## src/rtl/operand_fetch_stage.sv

```systemverilog
// Register-fetch stage: GPR file plus HI/LO, rs/rt decode, and a one-entry
// valid/ready output register feeding the ALU with write-first bypass and stall refresh.
module operand_fetch_stage #(
    parameter int unsigned DATA_WIDTH = 32,
    parameter int unsigned ADDR_WIDTH = 5
) (
    input  logic                  clk,
    input  logic                  reset,
    input  logic                  in_valid,
    output logic                  in_ready,
    input  logic [31:0]           in_instr,
    output logic                  out_valid,
    input  logic                  out_ready,
    output logic [31:0]           out_instr,
    output logic [DATA_WIDTH-1:0] out_in0,
    output logic [DATA_WIDTH-1:0] out_in1,
    input  logic                  flush,
    input  logic                  wb_en,
    input  logic [ADDR_WIDTH-1:0] wb_addr,
    input  logic [DATA_WIDTH-1:0] wb_data,
    input  logic                  hilo_we,
    input  logic [DATA_WIDTH-1:0] hi_wdata,
    input  logic [DATA_WIDTH-1:0] lo_wdata
);

    localparam int unsigned NREG = 2 ** ADDR_WIDTH;

    logic [DATA_WIDTH-1:0] gpr_q [NREG];
    logic [DATA_WIDTH-1:0] hi_q, lo_q;

    logic                  out_valid_q, out_valid_d;
    logic [31:0]           out_instr_q, out_instr_d;
    logic [DATA_WIDTH-1:0] out_in0_q, out_in0_d;
    logic [DATA_WIDTH-1:0] out_in1_q, out_in1_d;

    logic [ADDR_WIDTH-1:0] rs, rt, h_rs, h_rt;
    logic                  is_mfhi, is_mflo, h_mfhi, h_mflo;
    logic [DATA_WIDTH-1:0] rs_val, rt_val, hi_val, lo_val;
    logic                  capture;

    assign rs      = in_instr[21 +: ADDR_WIDTH];
    assign rt      = in_instr[16 +: ADDR_WIDTH];
    assign is_mfhi = (in_instr[31:26] == 6'd0) && (in_instr[5:0] == 6'b010000);
    assign is_mflo = (in_instr[31:26] == 6'd0) && (in_instr[5:0] == 6'b010010);

    assign h_rs    = out_instr_q[21 +: ADDR_WIDTH];
    assign h_rt    = out_instr_q[16 +: ADDR_WIDTH];
    assign h_mfhi  = (out_instr_q[31:26] == 6'd0) && (out_instr_q[5:0] == 6'b010000);
    assign h_mflo  = (out_instr_q[31:26] == 6'd0) && (out_instr_q[5:0] == 6'b010010);

    // Write-first reads: a same-cycle writeback is visible to the capturing instruction.
    assign rs_val = (rs == '0) ? '0 : (wb_en && wb_addr == rs) ? wb_data : gpr_q[rs];
    assign rt_val = (rt == '0) ? '0 : (wb_en && wb_addr == rt) ? wb_data : gpr_q[rt];
    assign hi_val = hilo_we ? hi_wdata : hi_q;
    assign lo_val = hilo_we ? lo_wdata : lo_q;

    assign in_ready = !flush && (!out_valid_q || out_ready);
    assign capture  = in_valid && in_ready;

    always_comb begin
        out_valid_d = out_valid_q;
        out_instr_d = out_instr_q;
        out_in0_d   = out_in0_q;
        out_in1_d   = out_in1_q;
        if (flush) begin
            out_valid_d = 1'b0;
        end else if (capture) begin
            out_valid_d = 1'b1;
            out_instr_d = in_instr;
            out_in0_d   = is_mfhi ? hi_val : is_mflo ? lo_val : rs_val;
            out_in1_d   = rt_val;
        end else if (out_valid_q && out_ready) begin
            out_valid_d = 1'b0;
        end else if (out_valid_q) begin
            // Stalled entry tracks writebacks so it never presents a stale operand.
            if (h_mfhi) begin
                if (hilo_we) out_in0_d = hi_wdata;
            end else if (h_mflo) begin
                if (hilo_we) out_in0_d = lo_wdata;
            end else if (wb_en && h_rs != '0 && wb_addr == h_rs) begin
                out_in0_d = wb_data;
            end
            if (wb_en && h_rt != '0 && wb_addr == h_rt) out_in1_d = wb_data;
        end
    end

    always_ff @(posedge clk or posedge reset) begin
        if (reset) begin
            out_valid_q <= 1'b0;
            out_instr_q <= '0;
            out_in0_q   <= '0;
            out_in1_q   <= '0;
            hi_q        <= '0;
            lo_q        <= '0;
            for (int unsigned i = 0; i < NREG; i++) gpr_q[i] <= '0;
        end else begin
            out_valid_q <= out_valid_d;
            out_instr_q <= out_instr_d;
            out_in0_q   <= out_in0_d;
            out_in1_q   <= out_in1_d;
            if (wb_en && wb_addr != '0) gpr_q[wb_addr] <= wb_data;
            if (hilo_we) begin
                hi_q <= hi_wdata;
                lo_q <= lo_wdata;
            end
        end
    end

    assign out_valid = out_valid_q;
    assign out_instr = out_instr_q;
    assign out_in0   = out_in0_q;
    assign out_in1   = out_in1_q;

endmodule

```

## config.mk

```make
export PLATFORM = sky130hd
export DESIGN_NAME = operand_fetch_stage
export DESIGN_NICKNAME = d
export VERILOG_FILES = /design/src/rtl/operand_fetch_stage.sv
export SDC_FILE = /design/constraint.sdc
export NUM_CORES = 2
export LEC_CHECK = 0
export ABC_AREA = 0
export CAP_MARGIN = 10
export CORE_MARGIN = 5
export CORE_UTILIZATION = 49
export DETAILED_ROUTE_END_ITERATION = 8
export GPL_TIMING_DRIVEN = 0
export PLACE_DENSITY_LB_ADDON = 0.12
export SLEW_MARGIN = 10
export SYNTH_ARGS = -nofsm -noshare
export SYNTH_HDL_FRONTEND = slang
export SYNTH_SLANG_ARGS = --single-unit
```

## constraint.sdc

```tcl
create_clock -name clk -period 34.1 [get_ports clk]
set_input_delay 3.41 -clock clk [delete_from_list [all_inputs] [get_ports clk]]
set_output_delay 3.41 -clock clk [all_outputs]
set_load 0.02 [all_outputs]
```

* Word-level counts from Yosys, hierarchy flattened
Cells that the tools add are included.
** Cells by class
- Magnitude comparators :: 4
- Equal/unequal tests :: 11
- Multiplexer cells :: 32
- Bitwise operators :: 4
- Reduce and logical (&&, ||, !) cells :: 32
** Operators by type and width (count)
- bitwise mux 1024 bit :: 1
- 2-to-1 mux 32 bit :: 25
- binary-select mux 32 bit (select 5 bit) :: 2
- demux 32 bit (select 5 bit) :: 1
- == test 6 x 5 -> 1 bit, second input constant :: 4
- == test 5 bit :: 4
- greater-or-equal comparator 6 bit, second input constant :: 3
- NOT 5 -> 6 bit :: 3
- logical AND 1 bit :: 15
- nonzero test 5 bit :: 3
- zero test 6 bit :: 2
- zero test 5 bit :: 2
- < comparator 6 x 1 -> 1 bit, second input constant :: 1
- != test 3 x 2 -> 1 bit, second input constant :: 2
- AND reduction 6 bit :: 1
- AND reduction 4 bit :: 1
- nonzero test 2 bit :: 2
- nonzero test 4 bit :: 1
- 2-to-1 mux 1 bit :: 3
- nonzero test 3 bit :: 1
- zero test 1 bit :: 2
- != test 2 bit, second input constant :: 1
- AND reduction 2 bit :: 1
- logical OR 1 bit :: 1
- NOT 1 bit :: 1
** Word-level totals
- Register bits :: 1185
- Input bits :: 140
- Output and inout port bits :: 98
- Logic and storage cells :: 121

* Depth between registers and ports, before layout
- Word-level depth :: 9
- Mapped depth :: 10
- Mapped depth without buffers :: 6

* Worst setup path before layout
OpenSTA, ideal clock, no wires.
- Path type :: input to output
- From :: input out_ready
- To :: output in_ready
- Arrival :: 3729 ps
- Data required time :: 30690 ps
- Path slack :: 26961 ps
- Stages :: 2
- Path buffers :: 0
- Cells stage by stage :: nor2b_1 nor2_1
** Between the ends
- Word-level cells in the longest chain between the ends :: 2
** Ends and longest elaborated chain
- from (decl) :: RTL line 13 : input logic out_ready,
- logical OR 1 bit :: RTL line 57 : assign in_ready = !flush && (!out_valid_q || out_ready);
- logical AND 1 bit :: RTL line 57
- to (decl) :: RTL line 10 : output logic in_ready,
No other way between the ends.

* Final worst setup path
Ends and elaborated chain as after synthesis.

==> metrics.md <==
| Metric | Value |
|---|---|
| Synth Area in Compound Gates | 0.0518 |
| Final Net Count | 5,079 |
| Minimum hold slack | 0.481 ns |
| Critical Path Sink | in_ready |
| Total CTS buffers | 136 |
| Dpl hpwl | 173,000 um |
| Simple-gate area share of the yosys netlist | 0.0380 |
| Die area | 136,000 sq um |
| Post-synth top cells | dfrtp_1 (1,185), mux2_2 (1,077), mux4_2 (444) |
| Sequential area share after synthesis | 0.470 |
| Initial DRC Count | between 5,000 and 6,000 |
| Pleak | 31.3 nW |
| Synth top area share | 0.470 |
| Total Wirelength | 244,000 um |
| CTS H-tree depth | 4 |
| Most common cell in the synthesized netlist | dfrtp_1 |
| Main combinational cell family by area after synthesis | multiplexers |
| Sw frac | 0.294 |
| Clock sink count | 1,185 |
| Hold Vio Cnt, Final | 0 |
| DP Cell Count | 6,462 |
| GPL Wtd Cong | 0.994 |
| Hold buffer count at cts | 0 |
| Psw | roughly 1.3 mW |
| Worst-path cell chain | clkdlybuf4s50_1, nor2b_1, nor2_1, clkdlybuf4s50_1 |
| Critical path class | input port to output pin |
| Synth area leader | dfrtp_1 |
| R2R cell count | 8 |
| Pint | 3.05 mW |
| Logic pwr share | 0.221 |
| Mux cell area share after synthesis | 0.399 |
| Vias per cell | 6.81 |
| # DRC | 0 |
| Largest net degree at the start of global routing | 39 |
| Unrepaired setup endpoints after global routing | false |
| Initial antenna violation count | 16 |
| Die Y | approximately 370 um |
| Critical path's top delay family | buffers and inverters |
| Routed wire per std cell | 36.4 um |
| Setup TNS | 0 ns |
| Reg power frac | 0.433 |
| First-pass GRT wire length | 346,000 um |
| PnR worst setup slack | 26.04 ns |
| Die width | 369 um |
| Vias in the first global route | 46,100 |
| Port Buffers | ~230 |
| Worst Path Buf+Inv | 2 |
| # IOs | 238 |
| R2r setup slk | between 30 and 40 ns |
| Core Util, Final | 0.570 |
| Std cell rows | 131 |
| CTS tree | done |
| Synth Area in Adders | 0 |
| Number of synthesized register bits | 1,185 |
| Clk pin slew, worst setup/hold paths | 0.06 ns |
| Mapped Nets | 4,671 |
| Detailed Routing Iterations Pass 1 | 6 |
| CP max FO | 2 |
| Clock Path Buffers | 3 |
| CP startpoint kind | input port |
| Total chip power | 4.32 mW |
| Post-DRT Antenna Nets | 0 |
| Initial core utilization | 0.494 |
| Post-cts resize count | 0 |
| CP max stage cell | clkdlybuf4s50_1 |
| FF-to-FF Start | out_valid$_DFFE_PP0P_ |
| Design Area, Final | 72,800 sq um |
| Gr usage total | 0.357 |
| Crit share post-route | 0.236 |
| Setup-failing EPs final | 0 |
| Vias | approximately 46,000 |
| Critical path depth in cells | 4 |
| Syn Inst Count | around 4,500 |
| WP data required | 30.69 ns |
| Most used DFF post-synth | dfrtp_1 |
| Worst Clk Skew | around 0.028 ns |
| Most frequent CP cell | clkdlybuf4s50_1 |
| Synth Area in XOR/XNOR | 0.00264 |
| CP endpoint kind | output pin |
| Placed Area | 68,300 sq um |
| Number of synthesized flops with an enable pin | 0 |
| Peak VDD IR | slightly below 60 uV |
| Crit path arrival time | 4.65 ns |
| Cell variety after synth | 54 |
| Final std cells w/o fill | 6,712 |
| Layout cell share with drive strength beyond 1 | 0.398 |
| Synthesized cell area | between 60,000 and 70,000 sq um |
| Pre-CTS WS | between 20 and 30 ns |
| Type of the worst min-delay path | flip-flop to flip-flop |
| Relative slew slack | 0.0486 |
| Final Critical Period | 8.06 ns |
| Worst Max-Slew Pin Slew | around 1.4 ns |
| Crit path from | out_ready |
| Root Buffer Master | clkbuf_16 |
| Avg Inst Size Synth | 13.9 sq um |
| Peak per-stage delay on the critical path | 0.61 ns |
| Warnings from Yosys | 0 |
| Max-cap violations | 0 |
| Core Area | 128,000 sq um |
| Async S/R FF share, synth | 1.00 |
| Grt ovf | 0 |
| Area contributors post-synth | dfrtp_1 (47%), mux2_2 (19%), mux4_2 (16%), mux2i_1 (4.7%), a22oi_1 (1.8%) |
| Reg2reg end | out_instr[21]$_DFFE_PP0P_ |
| Max-slew violation count | 0 |
| Cell Pwr Density | ~59 nW/um^2 |
| Post-CTS setup buffers | 0 |
| Fmax | around 0.12 GHz |
| Clk_lat worst skew | 0.79 ns |
| Clock power frac | 0.346 |
| Status | complete, no violations |
| P&R area growth vs syn | 15.4% |
==> power by group through the flow <==
stage	combinational (mW)	sequential [mW]	clock [mW]
final	0.957	1.87	1.49
after global routing	1.01	1.90	1.56
after CTS	0.944	1.86	1.50
after detailed placement	0.940	1.88	0
after global placement	0.912	1.88	0
after floorplan	0.618	1.85	0
==> cell families (layout without fill, tap and decap cells) <==
family,after synthesis,after routing
XOR/XNOR,19,19
AO/OA/AOI/OAI,400,400
AND/OR/NAND/NOR,536,536
multiplexers,1828,1828
buffers and inverters,563,1075
other,0,7
flip-flops,1185,1185
==> flip-flops by register name (all words and copies together), names as in the netlist <==
signal and count:
gpr_q 1024, lo_q 32, out_in0 32, out_valid 1, hi_q 32, out_instr 32
out_in1 32
==> routing by layer <==
metal | track usage | routed length (um)
met5 | 0 | 121
met4 | 0.143 | 11400
met3 | 0.135 | 30500
met2 | 0.526 | 106000
met1 | 0.480 | 96000
==> cell usage in the layout (no fill, tap or decap), types with 11 or more instances in the layout <==
| master | Yosys | layout |
|---|---|---|
| dfrtp_1 | 1185 | 1185 |
| mux2_2 | 1077 | 1077 |
| mux4_2 | 444 | 444 |
| mux2i_1 | 297 | 297 |
| clkbuf_1 | 267 | 287 |
| nand2_1 | 235 | 235 |
| clkdlybuf4s50_1 | 0 | 225 |
| a22oi_1 | 155 | 155 |
| buf_2 | 147 | 149 |
| clkbuf_16 | 0 | 140 |
| nor2_1 | 117 | 116 |
| a21oi_1 | 94 | 94 |
| nand3_1 | 70 | 70 |
| inv_1 | 67 | 66 |
| buf_1 | 53 | 50 |
| clkbuf_8 | 0 | 36 |
| buf_12 | 0 | 36 |
| nand4_1 | 35 | 35 |
| nor4_1 | 37 | 34 |
| o2111a_1 | 32 | 32 |
| o221ai_1 | 32 | 32 |
| a211o_1 | 32 | 32 |
| a2111oi_2 | 26 | 26 |
| buf_4 | 20 | 22 |
| clkinv_2 | 0 | 22 |
| xnor2_1 | 13 | 13 |
| nor3_1 | 12 | 12 |
| clkbuf_2 | 2 | 11 |
==> layout make-up <==
class | count | area (sq um)
Inverter | 68 | 259
Clock buffer | 204 | 4100
Antenna cell | 7 | 17.5
Sequential cell | 1185 | 29700
Tap cell | 1662 | 2080
Clock inverter | 38 | 378
Buffer | 495 | 2180
Timing Repair Buffer | 270 | 3110
Fill cell | 10500 | 55000
Multi-Input combinational cell | 2783 | 31100
==> worst min-delay path by stage <==
stage	from	cells after the start	to
2_1_floorplan	gpr_q[1000]$_DFFE_PP0P_	1	gpr_q[1000]$_DFFE_PP0P_
3_3_place_gp	out_instr[8]$_DFFE_PP0P_	2	out_instr[8]$_DFFE_PP0P_
3_5_place_dp	gpr_q[1005]$_DFFE_PP0P_	1	gpr_q[1005]$_DFFE_PP0P_
4_1_cts	gpr_q[1009]$_DFFE_PP0P_	1	gpr_q[1009]$_DFFE_PP0P_
5_1_grt	gpr_q[997]$_DFFE_PP0P_	1	gpr_q[997]$_DFFE_PP0P_
6_report	gpr_q[1009]$_DFFE_PP0P_	1	gpr_q[1009]$_DFFE_PP0P_
(Power assumes the default switching activity.)
